[config.mk]
export PLATFORM = sky130hd
export DESIGN_NAME = hilo_mdu
export DESIGN_NICKNAME = d
export VERILOG_FILES = /design/src/rtl/hilo_mdu.sv
export SDC_FILE = /design/constraint.sdc
export NUM_CORES = 2
export LEC_CHECK = 0
export CORE_UTILIZATION = 40
export CTS_CLUSTER_DIAMETER = 200
export CTS_CLUSTER_SIZE = 12
export DETAILED_ROUTE_END_ITERATION = 8
export PLACE_DENSITY = 0.59
export SYNTH_ARGS = -nofsm -noshare
export SYNTH_HDL_FRONTEND = slang
export SYNTH_SLANG_ARGS = --single-unit
[constraint.sdc]
create_clock -name clk -period 16.9 [get_ports clk]
set_input_delay 2.535 -clock clk [delete_from_list [all_inputs] [get_ports clk]]
set_output_delay 2.535 -clock clk [all_outputs]
set_load 0.01 [all_outputs]
[src/rtl/hilo_mdu.sv]
// HI/LO multiply-divide unit: signed/unsigned multiply and divide plus HI/LO moves.
// Latency: multiply MUL_LAT cycles, divide WIDTH+1 cycles, MTHI/MTLO commit at the accepting edge.
// Backpressure: busy is high while a multiply/divide is in flight; requests arriving then are dropped.
module hilo_mdu #(
  parameter int WIDTH   = 32,
  parameter int MUL_LAT = 2
) (
  input  logic             clk,
  input  logic             rst,
  input  logic             op_valid,
  input  logic [2:0]       op,
  input  logic [WIDTH-1:0] src_a,
  input  logic [WIDTH-1:0] src_b,
  input  logic             cancel,
  output logic             busy,
  output logic             done,
  output logic [WIDTH-1:0] hi_out,
  output logic [WIDTH-1:0] lo_out
);

  // Counter must reach WIDTH-1 (divide steps) and MUL_LAT-1 (multiply wait).
  localparam int CW = $clog2(WIDTH) + 1;

  typedef enum logic [1:0] {
    S_IDLE = 2'd0,
    S_MUL  = 2'd1,
    S_DIV  = 2'd2,
    S_FIX  = 2'd3
  } state_e;

  state_e           state_q, state_d;
  logic [CW-1:0]    cnt_q, cnt_d;
  logic [WIDTH-1:0] hi_q, hi_d;
  logic [WIDTH-1:0] lo_q, lo_d;
  logic             done_q, done_d;
  // opa: multiplicand, or dividend shifting out / quotient shifting in.
  logic [WIDTH-1:0] opa_q, opa_d;
  // opb: multiplier, or divisor magnitude.
  logic [WIDTH-1:0] opb_q, opb_d;
  logic [WIDTH-1:0] rem_q, rem_d;
  logic             msgn_q, msgn_d;   // signed multiply
  logic             qneg_q, qneg_d;   // negate quotient at FIX
  logic             rneg_q, rneg_d;   // negate remainder at FIX

  // Multiply datapath: operands extended to 2*WIDTH so one unsigned multiply
  // yields the correct low 2*WIDTH bits for both signed and unsigned forms.
  logic [2*WIDTH-1:0] mul_a_ext, mul_b_ext, prod;
  assign mul_a_ext = msgn_q ? {{WIDTH{opa_q[WIDTH-1]}}, opa_q} : {{WIDTH{1'b0}}, opa_q};
  assign mul_b_ext = msgn_q ? {{WIDTH{opb_q[WIDTH-1]}}, opb_q} : {{WIDTH{1'b0}}, opb_q};
  assign prod      = mul_a_ext * mul_b_ext;

  // Restoring divide step: shift next dividend bit into the partial remainder
  // and subtract the divisor; the borrow bit decides the quotient bit.
  logic [WIDTH:0] rem_sh, rem_sub;
  assign rem_sh  = {rem_q, opa_q[WIDTH-1]};
  assign rem_sub = rem_sh - {1'b0, opb_q};

  // Operand magnitudes for the signed divide; opcode bit 0 clear means signed.
  logic             div_sgn;
  logic             a_neg, b_neg;
  logic [WIDTH-1:0] a_abs, b_abs;
  assign div_sgn = ~op[0];
  assign a_neg   = div_sgn & src_a[WIDTH-1];
  assign b_neg   = div_sgn & src_b[WIDTH-1];
  assign a_abs   = a_neg ? (~src_a + 1'b1) : src_a;
  assign b_abs   = b_neg ? (~src_b + 1'b1) : src_b;

  // Next-state and datapath updates; cancel always returns to IDLE without writing.
  always_comb begin
    state_d = state_q;
    cnt_d   = cnt_q;
    hi_d    = hi_q;
    lo_d    = lo_q;
    done_d  = 1'b0;
    opa_d   = opa_q;
    opb_d   = opb_q;
    rem_d   = rem_q;
    msgn_d  = msgn_q;
    qneg_d  = qneg_q;
    rneg_d  = rneg_q;
    case (state_q)
      S_IDLE: begin
        if (op_valid && !cancel) begin
          case (op)
            3'b000, 3'b001: begin
              state_d = S_MUL;
              cnt_d   = '0;
              opa_d   = src_a;
              opb_d   = src_b;
              msgn_d  = ~op[0];
            end
            3'b010, 3'b011: begin
              state_d = S_DIV;
              cnt_d   = '0;
              opa_d   = a_abs;
              opb_d   = b_abs;
              rem_d   = '0;
              qneg_d  = a_neg ^ b_neg;
              rneg_d  = a_neg;
            end
            3'b100:  hi_d = src_a;
            3'b101:  lo_d = src_a;
            default: ;
          endcase
        end
      end
      S_MUL: begin
        if (cancel) begin
          state_d = S_IDLE;
        end else if (cnt_q == CW'(MUL_LAT - 1)) begin
          state_d = S_IDLE;
          hi_d    = prod[2*WIDTH-1:WIDTH];
          lo_d    = prod[WIDTH-1:0];
          done_d  = 1'b1;
        end else begin
          cnt_d = cnt_q + CW'(1);
        end
      end
      S_DIV: begin
        if (cancel) begin
          state_d = S_IDLE;
        end else begin
          if (!rem_sub[WIDTH]) begin
            rem_d = rem_sub[WIDTH-1:0];
            opa_d = {opa_q[WIDTH-2:0], 1'b1};
          end else begin
            rem_d = rem_sh[WIDTH-1:0];
            opa_d = {opa_q[WIDTH-2:0], 1'b0};
          end
          if (cnt_q == CW'(WIDTH - 1)) begin
            state_d = S_FIX;
          end else begin
            cnt_d = cnt_q + CW'(1);
          end
        end
      end
      S_FIX: begin
        state_d = S_IDLE;
        if (!cancel) begin
          done_d = 1'b1;
          // A zero divisor still completes, but leaves HI/LO untouched.
          if (opb_q != '0) begin
            lo_d = qneg_q ? (~opa_q + 1'b1) : opa_q;
            hi_d = rneg_q ? (~rem_q + 1'b1) : rem_q;
          end
        end
      end
      default: state_d = S_IDLE;
    endcase
  end

  // State and datapath registers with asynchronous reset to an idle, zeroed unit.
  always_ff @(posedge clk or posedge rst) begin
    if (rst) begin
      state_q <= S_IDLE;
      cnt_q   <= '0;
      hi_q    <= '0;
      lo_q    <= '0;
      done_q  <= 1'b0;
      opa_q   <= '0;
      opb_q   <= '0;
      rem_q   <= '0;
      msgn_q  <= 1'b0;
      qneg_q  <= 1'b0;
      rneg_q  <= 1'b0;
    end else begin
      state_q <= state_d;
      cnt_q   <= cnt_d;
      hi_q    <= hi_d;
      lo_q    <= lo_d;
      done_q  <= done_d;
      opa_q   <= opa_d;
      opb_q   <= opb_d;
      rem_q   <= rem_d;
      msgn_q  <= msgn_d;
      qneg_q  <= qneg_d;
      rneg_q  <= rneg_d;
    end
  end

  assign busy   = (state_q != S_IDLE);
  assign done   = done_q;
  assign hi_out = hi_q;
  assign lo_out = lo_q;

endmodule

# --- Yosys cells after proc, flatten, opt, wreduce, memory -nomap -nowiden ---
# Cells that the tools add are included.
totals:
  ff_bits: 172
  input_bits: 71
  output_inout_bits: 66
  elab_cells: 122
classes:
  addsub: 6
  mul: 1
  eq_ne: 25
  mux: 49
  n_bitwise: 8
  reduce_logical: 22
op_table:
  columns: ["operator", "n"]
  rows:
  - ["$mux W32", 22]
  - ["$pmux W32 S2", 4]
  - ["$pmux W32 S3", 2]
  - ["$add A32 B1 Y32 const B", 4]
  - ["$mux W64", 2]
  - ["$not A32 Y32", 4]
  - ["$mul A64 B64 Y64", 1]
  - ["$mux W6", 6]
  - ["$sub A33 B32 Y33", 1]
  - ["$reduce_bool A32 Y1", 1]
  - ["$reduce_and A7 Y1", 3]
  - ["$ne A2 B2 Y1 const B", 9]
  - ["$pmux W6 S3", 1]
  - ["$reduce_and A4 Y1", 3]
  - ["$mux W2", 5]
  - ["$reduce_and A3 Y1", 3]
  - ["$pmux W2 S4", 1]
  - ["$add A6 B1 Y6 const B", 1]
  - ["$eq A3 B2 Y1 const B", 2]
  - ["$eq A3 B3 Y1 const B", 2]
  - ["$eq A6 B1 Y1 const B", 1]
  - ["$eq A6 B5 Y1 const B", 1]
  - ["$ne A2 B1 Y1 const B", 3]
  - ["$ne A3 B3 Y1 const B", 2]
  - ["other kinds (18)", 27]

# --- Logic depth before layout (Yosys ltp) ---
depth:
  depth_word: 6
  mapped_depth: 37
  mapped_depth_nobuf: 33

# --- Worst setup path after synthesis ---
# No wires, ideal clock.
synth_path:
  kind: "register to register"
  startpoint: "register opa_q[31]"
  endpoint: "register hi_q[28], in the netlist hi_out[28]"
  setup_ns: 0.126
  t_arrival_ns: 8.924
  t_required_ns: 16.774
  path_slack_ns: 7.850
  path_stages_with_launch: 32
  path_buffers: 2
  period_less_slack_ns: 9.050
  path_cell_list: "dfrtp_1 -> and2_1 -> clkbuf_1 -> clkbuf_1 -> nand2_1 -> fa_1 -> inv_1 -> fa_1 -> fa_1 -> inv_1 -> fa_1 -> inv_1 -> fa_1 -> fa_1 -> fa_1 -> fa_1 -> fa_1 -> inv_1 -> fa_1 -> inv_1 -> ha_1 -> inv_1 -> nor2_1 -> nor2_1 -> a311oi_1 -> nor2_1 -> o21a_1 -> a31oi_1 -> a21o_1 -> a21oi_1 -> and4b_1 -> o32a_1"
synth_via:
  elab_chain_len: 5
synth_lines:
  columns: ["element", "line_no", "text"]
  rows:
  - ["start, declared", "37", "logic [WIDTH-1:0] opa_q, opa_d;"]
  - ["start signal, assigned", "172", "opa_q <= opa_d;"]
  - ["$mux W64", "48", "assign mul_a_ext = msgn_q ? {{WIDTH{opa_q[WIDTH-1]}}, opa_q} : {{WIDTH{1'b0}}, opa_q};"]
  - ["$mul A64 B64 Y64", "50", "assign prod = mul_a_ext * mul_b_ext;"]
  - ["$mux W32", "110", "end else if (cnt_q == CW'(MUL_LAT - 1)) begin"]
  - ["$mux W32", "108", "if (cancel) begin"]
  - ["$pmux W32 S3", "81", "case (state_q)"]
  - ["end signal, assigned", "169", "hi_q <= hi_d;"]
  - ["end, declared", "33", "logic [WIDTH-1:0] hi_q, hi_d;"]
# No other way between the ends. The select of a mux whose other input is x is not followed.
# A chain may end at the register's enable or synchronous reset.

# --- Worst setup path after layout ---
layout_path:
  startpoint: "register opa_q[31]"
  endpoint: "register hi_q[24], in the netlist hi_out[24]"
# The elaborated chain is that of the path after synthesis.

==> run_results.csv <==
group,metric,value,unit
outcome,status,"finished, violations left",
outcome,failed_checks,"design-rule violations",
sta,period_needed,11.08,ns
layout,fillerInstances,14538,
sta,fin_worst_skew,0.03320,ns
logic_synthesis,synthFlopType,"dfrtp_1",
routing,vias,45140,
logic_synthesis,synth_xor_area_share,3.851,%
clocking,cts.htree.levels,4,
setup_path,crit_path_max_fanout,24,
sta,hold_viol,0,
logic_synthesis,seq_area_frac_synth,7.199,%
setup_path,path_class,"reg2reg",
floorplanning,core_area,148000,sq um
routing,drt-total-wl,201000,microns
logic_synthesis,ys_warn_count,0,
global_routing,track_usage,27.19,%
layout,nets,8340,
sta,rsz0062_at_grt,"false",
layout,mostFrequentLayoutCells,"inv_1 (1587), fa_1 (1420), nand2_1 (771)",
logic_synthesis,netlist_instances,6608,
floorplanning,die_w,388.6,microns
clocking,cts_resized,0,
sta,maxSlewHeadroom,24.17,%
clocking,cts.reportedPaths.clkPinSlew,0.10,ns
clocking,cts_root_buffer,"clkbuf_16",
floorplanning,start_util,40.39,%
logic_synthesis,synth_edf_count,0,
placed_design,dp_cells,8408,
logic_synthesis,synth_fp_nets,8451,
routing,wl_per_cell,23.80,microns
sta,maxSlewViolCount,0,
layout,seq_area,4312,sq um
routing,drc,2,
setup_path,cp_common_cell,"fa_1",
setup_path,cp-start-kind,"register",
clocking,postCtsHoldBufs,0,
clocking,cts-buffers-inserted,17,
sta,setup_viol_count_final,0,
global_routing,grt_pass1_vias,47608,
min_path,hp-class,"reg2reg",
logic_synthesis,post_synth_num_cell_types,81,
global_routing,grt_overflow,0,
logic_synthesis,synth.avg_cell_area,9.048,sq um
layout,syn_to_final_growth,6.335,%
placed_design,place_congestion,1.005,
clocking,post_cts_buffers,0,
floorplanning,die-area,151000,sq um
setup_path,worstPathArrival,11.40,ns
flow_run,maxCapViolations,0,
clocking,cts_tree,"done",
logic_synthesis,synthSimpleGateAreaFrac,13.94,%
sta,fin_crit_sh,65.59,%
sta,tightest_slew,1.131,ns
placed_design,dp_hpwl,163000,microns
setup_path,crit_family,"adder cells",
layout,final_common_cell,"inv_1",
routing,routed_via_density,5.346,
logic_synthesis,synth_seq_cells,172,
routing,drt_iter0_markers,3894,
logic_synthesis,synth_compound_area_share,7.540,%
floorplanning,io_pins,137,
setup_path,critPathRequiredTime,17.22,ns
layout,finalNonFillerCells,8444,
setup_path,endpoint_kind,"register",
logic_synthesis,synth_fa_ha_area_share,54.93,%
setup_path,cpPeakStageDelay,1.01,ns
clocking,cts_sinks,172,
floorplanning,fp-row-count,141,
routing,first_pass_iters,8,
logic_synthesis,netlist_area,59790,sq um
placed_design,numPortBuffers,136,
logic_synthesis,synth_top_family_by_area,"adder cells",
setup_path,cp.buffers_inverters,5,
logic_synthesis,ys_async_sr_fraction,100.0,%
sta,setup_tns,0,ns
routing,postRouteAntennaNets,0,
clocking,clk_path_buf_depth,2,
layout,multi_input_area,48210,sq um
logic_synthesis,synth_mux_area_share,0.2888,%
global_routing,grt_max_degree,117,
clocking,clock_latency,0.50,ns
global_routing,grt_pass1_wl,305100,microns
floorplanning,dieHeight,388.6,microns
layout,drive_gt1_share,2.657,%
global_routing,antenna_found_initial,5,
setup_path,slowest_stage,"dfrtp_1",
sta,max_freq,0.09021,GHz
[sequential cells by signal (all words and copies together) (netlist names)]
register,cells
msgn_q,1
lo_out,32
rneg_q,1
qneg_q,1
opa_q,32
opb_q,32
rem_q,32
done,1
cnt_q,6
hi_out,32
state_q,2
[layer usage]
| layer | global-route usage, % | vias to the layer above | part of all wire [%] |
|---|---|---|---|
| met5 | 0 | - | 0.016 |
| met4 | 8.566 | 4 | 3.5 |
| met3 | 6.012 | 290 | 9.4 |
| met2 | 40.80 | 1943 | 43 |
| met1 | 38.97 | 23464 | 45 |
| li1 | - | 19439 | - |
[cells by family (layout without fill, tap and decap cells)]
group | count (synthesis) | after routing
AO/OA/AOI/OAI | 713 | 713
XOR/XNOR | 262 | 262
adder cells (fa/ha/maj) | 1773 | 1773
buffers and inverters | 1946 | 1848
flip-flops | 172 | 172
multiplexers | 17 | 17
other | 0 | 4
AND/OR/NAND/NOR | 1725 | 1725
[cell type report]
class | instances | share of cell area, %
timing repair buffer | 228 | 3.228
multi-input combinational | 4490 | 75.83
antenna | 4 | 0.01574
inverter | 1588 | 9.388
clock inverter | 14 | 0.2677
clock buffer | 18 | 0.6908
tap | 1930 | 3.798
sequential | 172 | 6.782
[synthesized netlist by cell type (4+ instances only)]
library cell | instances | area share [%]
o41ai_1 | 16 | 0.23
nor2b_1 | 13 | 0.14
xor2_1 | 67 | 0.98
buf_2 | 6 | 0.050
a21oi_1 | 190 | 1.6
clkbuf_1 | 315 | 2.0
inv_1 | 1588 | 10
and3_1 | 30 | 0.31
o21ai_0 | 193 | 1.6
nand3_1 | 52 | 0.44
a221oi_1 | 30 | 0.44
o311ai_0 | 19 | 0.28
ha_1 | 352 | 7.4
nand4_1 | 22 | 0.23
a31o_2 | 8 | 0.12
and2_1 | 516 | 5.4
buf_1 | 34 | 0.21
o221ai_1 | 4 | 0.059
nand2b_1 | 16 | 0.17
a21o_1 | 38 | 0.48
xnor2_1 | 194 | 2.8
a22oi_1 | 9 | 0.11
nor3_1 | 26 | 0.22
o211ai_1 | 11 | 0.14
o21bai_1 | 18 | 0.23
nor4_1 | 22 | 0.23
mux2i_1 | 15 | 0.25
o21a_1 | 6 | 0.075
or4_1 | 10 | 0.13
or3_1 | 14 | 0.15
o31ai_1 | 33 | 0.41
a31oi_1 | 29 | 0.30
nor2_1 | 205 | 1.3
o31a_1 | 5 | 0.073
nand2_1 | 773 | 4.9
o22ai_1 | 17 | 0.18
dfrtp_1 | 172 | 7.2
a22o_1 | 23 | 0.34
fa_1 | 1420 | 48
o21ai_1 | 22 | 0.18
or2_2 | 5 | 0.052
a211oi_1 | 9 | 0.11
[worst min-delay path: cells and delay by family, from the launching register on]
family,cells,cell delay [ns]
compound gates,1,0.06
simple gates,1,0.05
flops,1,0.35
[path summary, 6_finish.rpt]
path                       startpoint    endpoint  slack (ns)  cells past startpoint
setup reg to reg            opa_q[31]  hi_out[24]        5.82                     27
setup / recovery            opa_q[31]  hi_out[24]        5.82                     27
hold / removal             lo_out[21]  lo_out[21]        0.48                      2
max in group asynchronous         rst   opb_q[14]       12.84                      3
hold reg to reg            lo_out[21]  lo_out[21]        0.48                      2
min in group asynchronous         rst  hi_out[11]        2.63                      2
[stage by stage]
stage	utilization [%]	hold WS [ns]	instance area (sq um)	setup WS, ns
2_1_floorplan	-	0.4765	59790	7.850
3_3_place_gp	42.53	0.4647	62960	5.926
3_5_place_dp	42.53	0.4716	62960	5.872
4_1_cts	42.95	0.4886	63570	5.852
5_1_grt	42.95	0.5066	63570	5.237
6_report	42.95	0.4811	63580	5.815
Power is left out: the tool's default activity adds up to more than one toggle a clock period on the data nets, which glitch-free logic cannot reach.
